**config.mk**
```make
export PLATFORM = sky130hd
export DESIGN_NAME = gp_register_file
export DESIGN_NICKNAME = d
export VERILOG_FILES = /design/src/rtl/mini_src_pkg.sv /design/src/rtl/gp_register_file_init_seq.sv /design/src/rtl/gp_register_file.sv
export SDC_FILE = /design/constraint.sdc
export NUM_CORES = 1
export LEC_CHECK = 0
export ABC_CLOCK_PERIOD_IN_PS = 21500
export BUFFER_PORTS_ARGS = -buffer_cell sky130_fd_sc_hd__buf_4
export CAP_MARGIN = 20
export CORE_UTILIZATION = 27
export CTS_CLUSTER_SIZE = 28
export DETAILED_ROUTE_END_ITERATION = 8
export MAX_ROUTING_LAYER = met4
export SYNTH_ARGS = -nofsm -noshare
export SYNTH_HDL_FRONTEND = slang
export SYNTH_SLANG_ARGS = --single-unit
```
**constraint.sdc**
```tcl
create_clock -name clock -period 21.5 [get_ports clock]
set_clock_uncertainty 0.1 [all_clocks]
set_input_delay 4.3 -clock clock [delete_from_list [all_inputs] [get_ports clock]]
set_output_delay 4.3 -clock clock [all_outputs]
set_load 0.1 [all_outputs]
```
**src/rtl/mini_src_pkg.sv**
```systemverilog
// ---------------------------------------------------------------------------
// mini_src_pkg
// Shared types and constants for the mini_src register file.
//   rf_state_t        : init sequencer states (idle / walking / done pulse)
//   RF_DEFAULT_WIDTH  : default register width
//   RF_DEFAULT_DEPTH  : default register count
//   RESET_VALUE       : default value loaded on clear and by the init walk
// ---------------------------------------------------------------------------
package mini_src_pkg;

    typedef enum logic [1:0] {
        RF_IDLE = 2'd0,
        RF_INIT = 2'd1,
        RF_DONE = 2'd2
    } rf_state_t;

    localparam int          RF_DEFAULT_WIDTH = 32;
    localparam int          RF_DEFAULT_DEPTH = 16;
    localparam logic [31:0] RESET_VALUE      = 32'h0000_0000;

endpackage

```
**src/rtl/gp_register_file_init_seq.sv**
```systemverilog
// ---------------------------------------------------------------------------
// rf_init_seq
// Initialisation sequencer: on request walks a counter across every register
// index, one per cycle, then emits a single done pulse.
//   clock       in  : system clock, rising edge
//   clear       in  : asynchronous active-high reset
//   init_req    in  : start request, only honoured in RF_IDLE
//   init_busy   out : registered, high while the walk runs (DEPTH cycles)
//   init_done   out : registered, one-cycle pulse after the last index
//   init_wr_en  out : storage write strobe for the walk
//   init_wr_idx out : register index being initialised this cycle
// ---------------------------------------------------------------------------
module rf_init_seq
    import mini_src_pkg::*;
#(
    parameter int DEPTH = RF_DEFAULT_DEPTH,
    parameter int SEL_W = $clog2(DEPTH)
) (
    input  logic             clock,
    input  logic             clear,
    input  logic             init_req,
    output logic             init_busy,
    output logic             init_done,
    output logic             init_wr_en,
    output logic [SEL_W-1:0] init_wr_idx
);

    // One extra counter bit so that DEPTH = 2**SEL_W never wraps mid-walk.
    localparam logic [SEL_W:0] LAST_IDX = (SEL_W + 1)'(DEPTH - 1);
    localparam logic [SEL_W:0] CNT_ONE  = (SEL_W + 1)'(1);

    rf_state_t      state_r;
    rf_state_t      state_next_s;
    logic [SEL_W:0] count_r;
    logic [SEL_W:0] count_next_s;
    logic           busy_r;
    logic           done_r;

    // Next-state and walk-counter logic.
    always_comb begin
        state_next_s = state_r;
        count_next_s = count_r;
        case (state_r)
            RF_IDLE: begin
                if (init_req) begin
                    state_next_s = RF_INIT;
                    count_next_s = '0;
                end else begin
                    state_next_s = RF_IDLE;
                    count_next_s = count_r;
                end
            end
            RF_INIT: begin
                count_next_s = count_r + CNT_ONE;
                if (count_r == LAST_IDX) begin
                    state_next_s = RF_DONE;
                end else begin
                    state_next_s = RF_INIT;
                end
            end
            RF_DONE: begin
                state_next_s = RF_IDLE;
            end
            default: begin
                state_next_s = RF_IDLE;
                count_next_s = '0;
            end
        endcase
    end

    // State, counter and registered status flags (flags follow next state).
    always_ff @(posedge clock or posedge clear) begin
        if (clear) begin
            state_r <= RF_IDLE;
            count_r <= '0;
            busy_r  <= 1'b0;
            done_r  <= 1'b0;
        end else begin
            state_r <= state_next_s;
            count_r <= count_next_s;
            busy_r  <= (state_next_s == RF_INIT);
            done_r  <= (state_next_s == RF_DONE);
        end
    end

    assign init_busy   = busy_r;
    assign init_done   = done_r;
    assign init_wr_en  = (state_r == RF_INIT);
    assign init_wr_idx = count_r[SEL_W-1:0];

endmodule

```
**src/rtl/gp_register_file.sv**
```systemverilog
// ---------------------------------------------------------------------------
// gp_register_file
// General-purpose register file: one write port, two registered read ports,
// optional hardwired-zero R0, optional write-to-read bypass and a built-in
// sequencer that walks every register back to INIT_VALUE.
//   clock      in  : system clock, rising edge
//   clear      in  : asynchronous active-high reset
//   wr_en      in  : write strobe
//   wr_sel     in  : write index
//   wr_data    in  : write data
//   wr_reject  out : one-cycle pulse when a requested write was dropped
//   rd_sel_a/b in  : read indices
//   rd_data_a/b out: registered read data (1-cycle latency)
//   init_req   in  : start the init walk (sampled in idle)
//   init_busy  out : high while the walk runs
//   init_done  out : one-cycle pulse at the end of the walk
// ---------------------------------------------------------------------------
module gp_register_file
    import mini_src_pkg::*;
#(
    parameter int          WIDTH      = RF_DEFAULT_WIDTH,
    parameter int          DEPTH      = RF_DEFAULT_DEPTH,
    parameter int          SEL_W      = $clog2(DEPTH),
    parameter logic [31:0] INIT_VALUE = RESET_VALUE,
    parameter bit          R0_ZERO    = 1'b1,
    parameter bit          BYPASS     = 1'b1
) (
    input  logic             clock,
    input  logic             clear,
    input  logic             wr_en,
    input  logic [SEL_W-1:0] wr_sel,
    input  logic [WIDTH-1:0] wr_data,
    output logic             wr_reject,
    input  logic [SEL_W-1:0] rd_sel_a,
    output logic [WIDTH-1:0] rd_data_a,
    input  logic [SEL_W-1:0] rd_sel_b,
    output logic [WIDTH-1:0] rd_data_b,
    input  logic             init_req,
    output logic             init_busy,
    output logic             init_done
);

    localparam logic [WIDTH-1:0] INIT_W  = WIDTH'(INIT_VALUE);
    localparam logic [SEL_W:0]   DEPTH_W = (SEL_W + 1)'(DEPTH);

    logic             init_busy_s;
    logic             init_done_s;
    logic             init_wr_en_s;
    logic [SEL_W-1:0] init_wr_idx_s;

    logic             wr_in_range_s;
    logic             wr_is_r0_s;
    logic             seq_idle_s;
    logic             wr_accept_s;

    logic [WIDTH-1:0] regs_s    [DEPTH];
    logic [SEL_W-1:0] rd_sel_s  [2];
    logic [WIDTH-1:0] rd_next_s [2];

    logic [WIDTH-1:0] rd_data_a_r;
    logic [WIDTH-1:0] rd_data_b_r;
    logic             wr_reject_r;

    rf_init_seq #(
        .DEPTH (DEPTH),
        .SEL_W (SEL_W)
    ) u_init_seq (
        .clock       (clock),
        .clear       (clear),
        .init_req    (init_req),
        .init_busy   (init_busy_s),
        .init_done   (init_done_s),
        .init_wr_en  (init_wr_en_s),
        .init_wr_idx (init_wr_idx_s)
    );

    // Write qualification: the sequencer owns the array outside idle, and
    // out-of-range or hardwired-zero targets are dropped.
    always_comb begin
        wr_in_range_s = ({1'b0, wr_sel} < DEPTH_W);
        wr_is_r0_s    = R0_ZERO && (wr_sel == '0);
        seq_idle_s    = !(init_busy_s || init_done_s);
        wr_accept_s   = wr_en && seq_idle_s && wr_in_range_s && !wr_is_r0_s;
    end

    // Storage: one register per index, each with its own reset/init value.
    for (genvar g = 0; g < DEPTH; g++) begin : g_reg
        localparam logic [WIDTH-1:0] SLOT_INIT = (R0_ZERO && (g == 0)) ? '0 : INIT_W;
        localparam logic [SEL_W-1:0] SLOT_IDX  = SEL_W'(g);

        logic [WIDTH-1:0] word_r;

        // Register g: init walk has priority over (already blocked) user writes.
        always_ff @(posedge clock or posedge clear) begin
            if (clear) begin
                word_r <= SLOT_INIT;
            end else if (init_wr_en_s && (init_wr_idx_s == SLOT_IDX)) begin
                word_r <= SLOT_INIT;
            end else if (wr_accept_s && (wr_sel == SLOT_IDX)) begin
                word_r <= wr_data;
            end else begin
                word_r <= word_r;
            end
        end

        assign regs_s[g] = word_r;
    end

    assign rd_sel_s[0] = rd_sel_a;
    assign rd_sel_s[1] = rd_sel_b;

    // Read muxing for both ports, with optional forwarding of an accepted write.
    always_comb begin
        for (int p = 0; p < 2; p++) begin
            rd_next_s[p] = '0;
            if (({1'b0, rd_sel_s[p]} < DEPTH_W) && !(R0_ZERO && (rd_sel_s[p] == '0))) begin
                rd_next_s[p] = regs_s[rd_sel_s[p]];
            end else begin
                rd_next_s[p] = '0;
            end
            if (BYPASS && wr_accept_s && (wr_sel == rd_sel_s[p])) begin
                rd_next_s[p] = wr_data;
            end else begin
                rd_next_s[p] = rd_next_s[p];
            end
        end
    end

    // Registered read data and write-reject pulse.
    always_ff @(posedge clock or posedge clear) begin
        if (clear) begin
            rd_data_a_r <= '0;
            rd_data_b_r <= '0;
            wr_reject_r <= 1'b0;
        end else begin
            rd_data_a_r <= rd_next_s[0];
            rd_data_b_r <= rd_next_s[1];
            wr_reject_r <= wr_en && !wr_accept_s;
        end
    end

    assign rd_data_a = rd_data_a_r;
    assign rd_data_b = rd_data_b_r;
    assign wr_reject = wr_reject_r;
    assign init_busy = init_busy_s;
    assign init_done = init_done_s;

endmodule
```
==> out/qor.csv, run 1 <==
metric;value;unit
LEAKAGE;14.6;nW
r2r endpoint;rd_data_b[21];
Initial Util;27.2;%
Yosys cell types;36;
R2R Path Start;u_init_seq.init_done;
DRC Markers;0;
CP Capture Type;flip-flop;
total routed wirelength;105000;um
max_slew headroom;30.6;%
ratio of cells with drive above 1 in the final layout;28.6;%
count of final hold-check violations;0;
buffer and inverter count on the worst path;3;
TritonRoute pass-1 iters;7;
RSZ-0062 raised after global routing;no;
EDFF count, synth;0;
GRT Util Overall;20.2;%
Setup CP Type;input port to flip-flop;
die area;0.107;mm2
leading cell type in the layout, fill and taps excluded;dfrtp_1;
final instance area;0.0332;mm2
CP Data Required Time;21.94;ns
CP delay by family, top;buffers and inverters;
Area Overhead vs Synth;16.1;%
hold path depth;1;
Row Count;119;
fillers;10350;
Switching Share;34.2;%
Max Clock Freq;142;MHz
Syn. warnings;0;
hold_buf cts;0;
Final #Nets;2035;
synth top area cells;dfrtp_1, mux4_2, a22o_1;
flops & latches, synth;586;
Post-Syn Area;0.0286;mm2
commonest cells after routing, fill and taps aside;dfrtp_1, a22o_1, mux4_2, buf_4, a22oi_1;
Pint;2.46;mW
PostCTS Resize Cnt;0;
Hold Path End;g_reg[0].word_r[0];
dpl cell area;0.0308;mm2
initial DRC count;2114;
Critical Path Most Common Cell;buf_4;
Slew @ Worst Pin;1.04;ns
Worst-Skew Late Latency;0.62;ns
CTS H-tree lvls;3;
via density per instance;6.07;
total CTS buffers;67;
post-synth net total;2062;
ANT nets after route;0;
IO buf count;114;
Die W;327;um
Hold Crit Class;flip-flop to flip-flop;
vias in the first global route;22148;
Clock Power Share;32.0;%
Crit-path slowest cell;buf_4;
CTS max path bufs;3;
WP data arrival;7.50;ns
Non-Filler Instances;3424;
register share of total power;40.8;%
CP Max Fanout;61;
max incr delay on CP;0.72;ns
R2R depth;5;
peak supply drop;79.8;uV
largest net degree at the start of global routing;143;
PwrDens;112;mW/mm2
CTS sink cnt;586;
final setup vio count;0;
Post-CTS Setup Bufs;0;
die span in y;327;um
RePlAce Congestion;0.837;
MaxCap Viol Count;0;
Ports;115;
Core Region;0.105;mm2
CTS tree;yes;
final period utilization;32.9;%
Worst-path clk slew;0.06;ns
Pins Over Slew Limit;0;
area leader, netlist;dfrtp_1;
clock root buffer;clkbuf_16;
Combinational Power Share;27.2;%
Worst setup SP type;input port;
Synth Flop Type;dfrtp_1;
register area share after synthesis;51.3;%
NetSw;1.28;mW
DR WL/cell;30.7;um
status;finished, final reports clean;
Via Count;20783;
crit-path cells;clkbuf_8, buf_4, xor2_1, nor4_1, and2_2, buf_4, a22o_1;
Async SR Flop Fraction;100;%
fin crit period;7.06;ns
antenna violations before repair;4;
DP Wirelength;56500;um
top cell type's share of synthesized area;51.3;%
total gr overflow;0;
syn_area_per_cell;14.2;um2
Sum Neg Setup Slack;0;ns
Reg2Reg Setup Slack;18.37;ns
Hold Crit Start;g_reg[0].word_r[0];
Cells after DPL;3300;
Post-Syn Instances;2009;
first-pass GRT wire length;155000;um
synth_stat cells (2+ instances only):
library cell and n:
a21oi_1 14, nor3_1 13, nor2_1 21, inv_1 6, nor4_1 5, nand2_1 71
a22oi_1 128, ha_1 5, nor3b_2 2, mux4_2 256, nor3_4 3, clkbuf_1 127
buf_4 2, and3_1 2, nand2b_1 4, nor2b_1 6, xor2_1 9, nand3b_1 6
nand3_1 2, a22o_1 544, nor4_2 3, buf_6 6, a31oi_1 4, dfrtp_1 586
and2_1 36, buf_1 42, o21ai_0 4, buf_2 94
worst register-to-register path: cells and delay by family, from the launching register on:
family                 cells  cell delay [ns]
AND/OR/NAND/NOR            3             1.73
AO/OA/AOI/OAI              1             0.28
flip-flops                 1             0.42
buffers and inverters      1             0.53
metal layers:
layer	GRT usage [%]	vias to the layer above	routed length, um
met5	-	-	0
met4	8.56	0	4830
met3	6.47	342	11600
met2	30.9	1330	49300
met1	24.4	11095	39500
li1	-	8016	-
worst max-delay path by stage:
stage | from | to | slack (ns) | cells after the start
2_1_floorplan | clear | g_reg[0].word_r[0] | 0.70 | 1
3_3_place_gp | rd_sel_a[1] | rd_data_a[8] | 13.75 | 7
3_5_place_dp | rd_sel_a[1] | rd_data_a[7] | 13.84 | 7
4_1_cts | rd_sel_a[1] | rd_data_a[9] | 14.48 | 7
5_1_grt | rd_sel_a[1] | rd_data_a[28] | 14.26 | 7
6_report | rd_sel_a[1] | rd_data_a[7] | 14.44 | 7
cells by family after synthesis:
logic type	after synthesis	synth area share, %
adder cells (fa/ha/maj)	5	0.219
XOR/XNOR	10	0.306
AND/OR/NAND/NOR	178	3.29
buffers and inverters	277	4.23
flip-flops	586	51.3
AO/OA/AOI/OAI	696	20.5
multiplexers	257	20.2
final cells by class:
cell class	instances	area (um2)	area share (%)
Clock inverter	19	264	0.795
Antenna cell	4	10.0	0.0302
Timing Repair Buffer	175	1410	4.26
Tap cell	1391	1740	5.24
Sequential cell	586	14700	44.2
Multi-Input combinational cell	1146	13100	39.3
Clock buffer	97	2010	6.07
Inverter	6	30.0	0.0905
power by group through the flow:
| stage | Clock, mW | Combinational, mW | Sequential [mW] |
|---|---|---|---|
| 2_1_floorplan | 0 | 0.561 | 1.63 |
| 3_3_place_gp | 0 | 0.979 | 1.51 |
| 3_5_place_dp | 0 | 0.999 | 1.54 |
| 4_1_cts | 1.21 | 1.00 | 1.52 |
| 5_1_grt | 1.26 | 1.06 | 1.55 |
| 6_report | 1.20 | 1.01 | 1.52 |
registers in the layout, summed over array words and instances (netlist names):
name	count
u_init_seq.init_busy	1
u_init_seq.state_r	2
rd_data_b	32
wr_reject	1
u_init_seq.init_done	1
u_init_seq.count_r	5
g.word_r	512
rd_data_a	32
stage by stage:
step	hold WS [ns]	setup WS, ns	util, %	power [mW]
5_1_grt	0.417	14.26	31.6	3.87
6_report	0.404	14.44	31.6	3.73
3_5_place_dp	0.390	13.84	29.3	2.54
4_1_cts	0.406	14.48	31.5	3.73
2_1_floorplan	0.350	0.702	-	2.19
3_3_place_gp	0.364	13.75	29.3	2.49
(Power assumes the default switching activity.)
==> run 2: changes to the inputs <==
--- a/config.mk
+++ b/config.mk
@@ -5,7 +5,7 @@
 export SDC_FILE = /design/constraint.sdc
 export NUM_CORES = 1
 export LEC_CHECK = 0
-export ABC_CLOCK_PERIOD_IN_PS = 21500
+export ABC_CLOCK_PERIOD_IN_PS = 6400
 export BUFFER_PORTS_ARGS = -buffer_cell sky130_fd_sc_hd__buf_4
 export CAP_MARGIN = 20
 export CORE_UTILIZATION = 27
==> constraint.sdc (replaced) <==
create_clock -name clock -period 6.4 [get_ports clock]
set_clock_uncertainty 0.1 [all_clocks]
set_input_delay 1.28 -clock clock [delete_from_list [all_inputs] [get_ports clock]]
set_output_delay 1.28 -clock clock [all_outputs]
set_load 0.1 [all_outputs]
==> out/qor.csv, run 2 (synthesized netlist as in run 1, its figures left out) <==
metric;value;unit;change
IO buf count;114;;unchanged
Worst-path clk slew;0.06;ns;about the same
via density per instance;6.10;;+0.56%
Ports;115;;unchanged
status;finished, final reports clean;;
MaxCap Viol Count;0;;unchanged
total routed wirelength;105000;um;+0.15%
Hold Crit Class;flip-flop to flip-flop;;
final period utilization;52.5;%;
CP Capture Type;flip-flop;;
flip-flop count of the largest register after layout;512;;unchanged
LEAKAGE;14.5;nW;-0.77%
hold_buf cts;0;;unchanged
total CTS buffers;66;;-1.5%
max incr delay on CP;0.71;ns;about the same
fin crit period;3.36;ns;
RSZ-0062 raised after global routing;no;;
CP Data Required Time;6.82;ns;-15.12 ns
Crit-path slowest cell;a21oi_4;;
Cells after DPL;3298;;-0.061%
WP data arrival;3.78;ns;-3.72 ns
peak supply drop;274;uV;+240%
fillers;10304;;-0.44%
TritonRoute pass-1 iters;7;;unchanged
leading cell type in the layout, fill and taps excluded;dfrtp_1;;
CTS H-tree lvls;3;;unchanged
Row Count;119;;unchanged
count of final hold-check violations;0;;unchanged
Pins Over Slew Limit;0;;unchanged
Most flops, register;g.word_r;;
GRT Util Overall;20.2;%;+0.059 points
CP Max Fanout;36;;-41%
RePlAce Congestion;0.800;;-4.4%
Worst-Skew Late Latency;0.60;ns;-0.02 ns
CTS sink cnt;586;;unchanged
Initial Util;27.2;%;unchanged
final setup vio count;0;;unchanged
die area;0.107;mm2;unchanged
Non-Filler Instances;3417;;-0.20%
max_slew headroom;17.7;%;-13 points
antenna violations before repair;7;;+3
CTS max path bufs;3;;unchanged
clock root buffer;clkbuf_16;;
largest net degree at the start of global routing;192;;+34%
Slew @ Worst Pin;1.24;ns;+0.195 ns
initial DRC count;2311;;+9.3%
Area Overhead vs Synth;15.3;%;
register area;0.0147;mm2;unchanged
DRC Markers;0;;unchanged
CTS tree;yes;;
Final #Nets;2028;;-0.34%
Sum Neg Setup Slack;0;ns;unchanged
Core Region;0.105;mm2;unchanged
final hold slack;0.376;ns;-0.0282 ns
DR WL/cell;30.8;um;+0.35%
ANT nets after route;0;;unchanged
PwrDens;372;mW/mm2;+230%
Post-CTS Setup Bufs;0;;unchanged
Die W;327;um;unchanged
first-pass GRT wire length;155000;um;about the same
Worst setup SP type;input port;;
multi-input logic area;0.0131;mm2;unchanged
ratio of cells with drive above 1 in the final layout;28.2;%;-0.45 points
Setup CP Type;input port to flip-flop;;
PostCTS Resize Cnt;0;;unchanged
Critical Path Most Common Cell;buf_4;;
total gr overflow;0;;unchanged
Max Clock Freq;297;MHz;
Via Count;20857;;+0.36%
commonest cells after routing, fill and taps aside;dfrtp_1, a22o_1, mux4_2, buf_4, a22oi_1;;
die span in y;327;um;unchanged
crit-path cells;clkbuf_8, buf_4, nor4_1, a21oi_4, buf_4, a22o_1;;
DP Wirelength;55100;um;-2.5%
vias in the first global route;22044;;-0.47%
-- run 2: changes by cell type in the layout (fill, tap and decap cells not counted) --
cell and change:
buf_12 +7, buf_4 -9, clkbuf_16 -2, clkinv_4 -1, bufinv_16 -4, buf_16 -4
diode_2 +3, clkbuf_1 +2, clkinv_2 +2, inv_8 -1
-- run 2: cell type report --
class | instances | area share (%)
repair buffers | 169 | 4.17
flip-flops and latches | 586 | 44.5
clock buffers | 97 | 5.98
diodes | 7 | 0.0531
multi-input cells | 1146 | 39.6
inverters | 6 | 0.0797
well taps | 1391 | 5.28
clock inverters | 15 | 0.417
-- run 2: path summary, 6_finish.rpt --
path / from / cells after the start / slack [ns] / end
max: rd_sel_a[1] / 6 / 3.04 / rd_data_a[27]
min: u_init_seq.count_r[4] / 2 / 0.38 / u_init_seq.count_r[4]
max reg2reg: u_init_seq.init_done / 4 / 3.34 / rd_data_a[4]
min reg2reg: u_init_seq.count_r[4] / 2 / 0.38 / u_init_seq.count_r[4]
max in group asynchronous: clear / 4 / 4.05 / g_reg[0].word_r[7]
min in group asynchronous: clear / 2 / 0.56 / u_init_seq.count_r[4]
-- run 2: routing by layer --
metal / global-route usage, % / vias up / routed length, um
li1: - / 8002 / -
met1: 25.0 / 11192 / 40200
met2: 30.7 / 1329 / 48800
met3: 5.70 / 334 / 11500
met4: 9.09 / 0 / 4860
met5: - / - / 0
-- run 2: metrics by stage --
step	worst slack (ns)	area (um2)	power (mW)	utilization, %
global placement	2.34	30800	8.35	29.3
detailed placement	2.44	30900	8.52	29.4
floorplan	-2.97	28600	7.36	-
global route	2.91	33000	12.7	31.4
CTS	3.07	33000	12.3	31.4
finish	3.04	33000	12.3	31.4
-- run 2: critical path: cells and delay by family --
kind / cells / cell delay (ns)
buf+inv: 3 / 1.37
simple gates: 1 / 0.16
compound gates: 2 / 0.89
-- run 2: power breakdown --
| group | switching (mW) | internal [mW] |
|---|---|---|
| logic | 2.05 | 1.36 |
| registers | 0.632 | 4.47 |
| clock network | 1.56 | 2.21 |
| total | 4.24 | 8.04 |
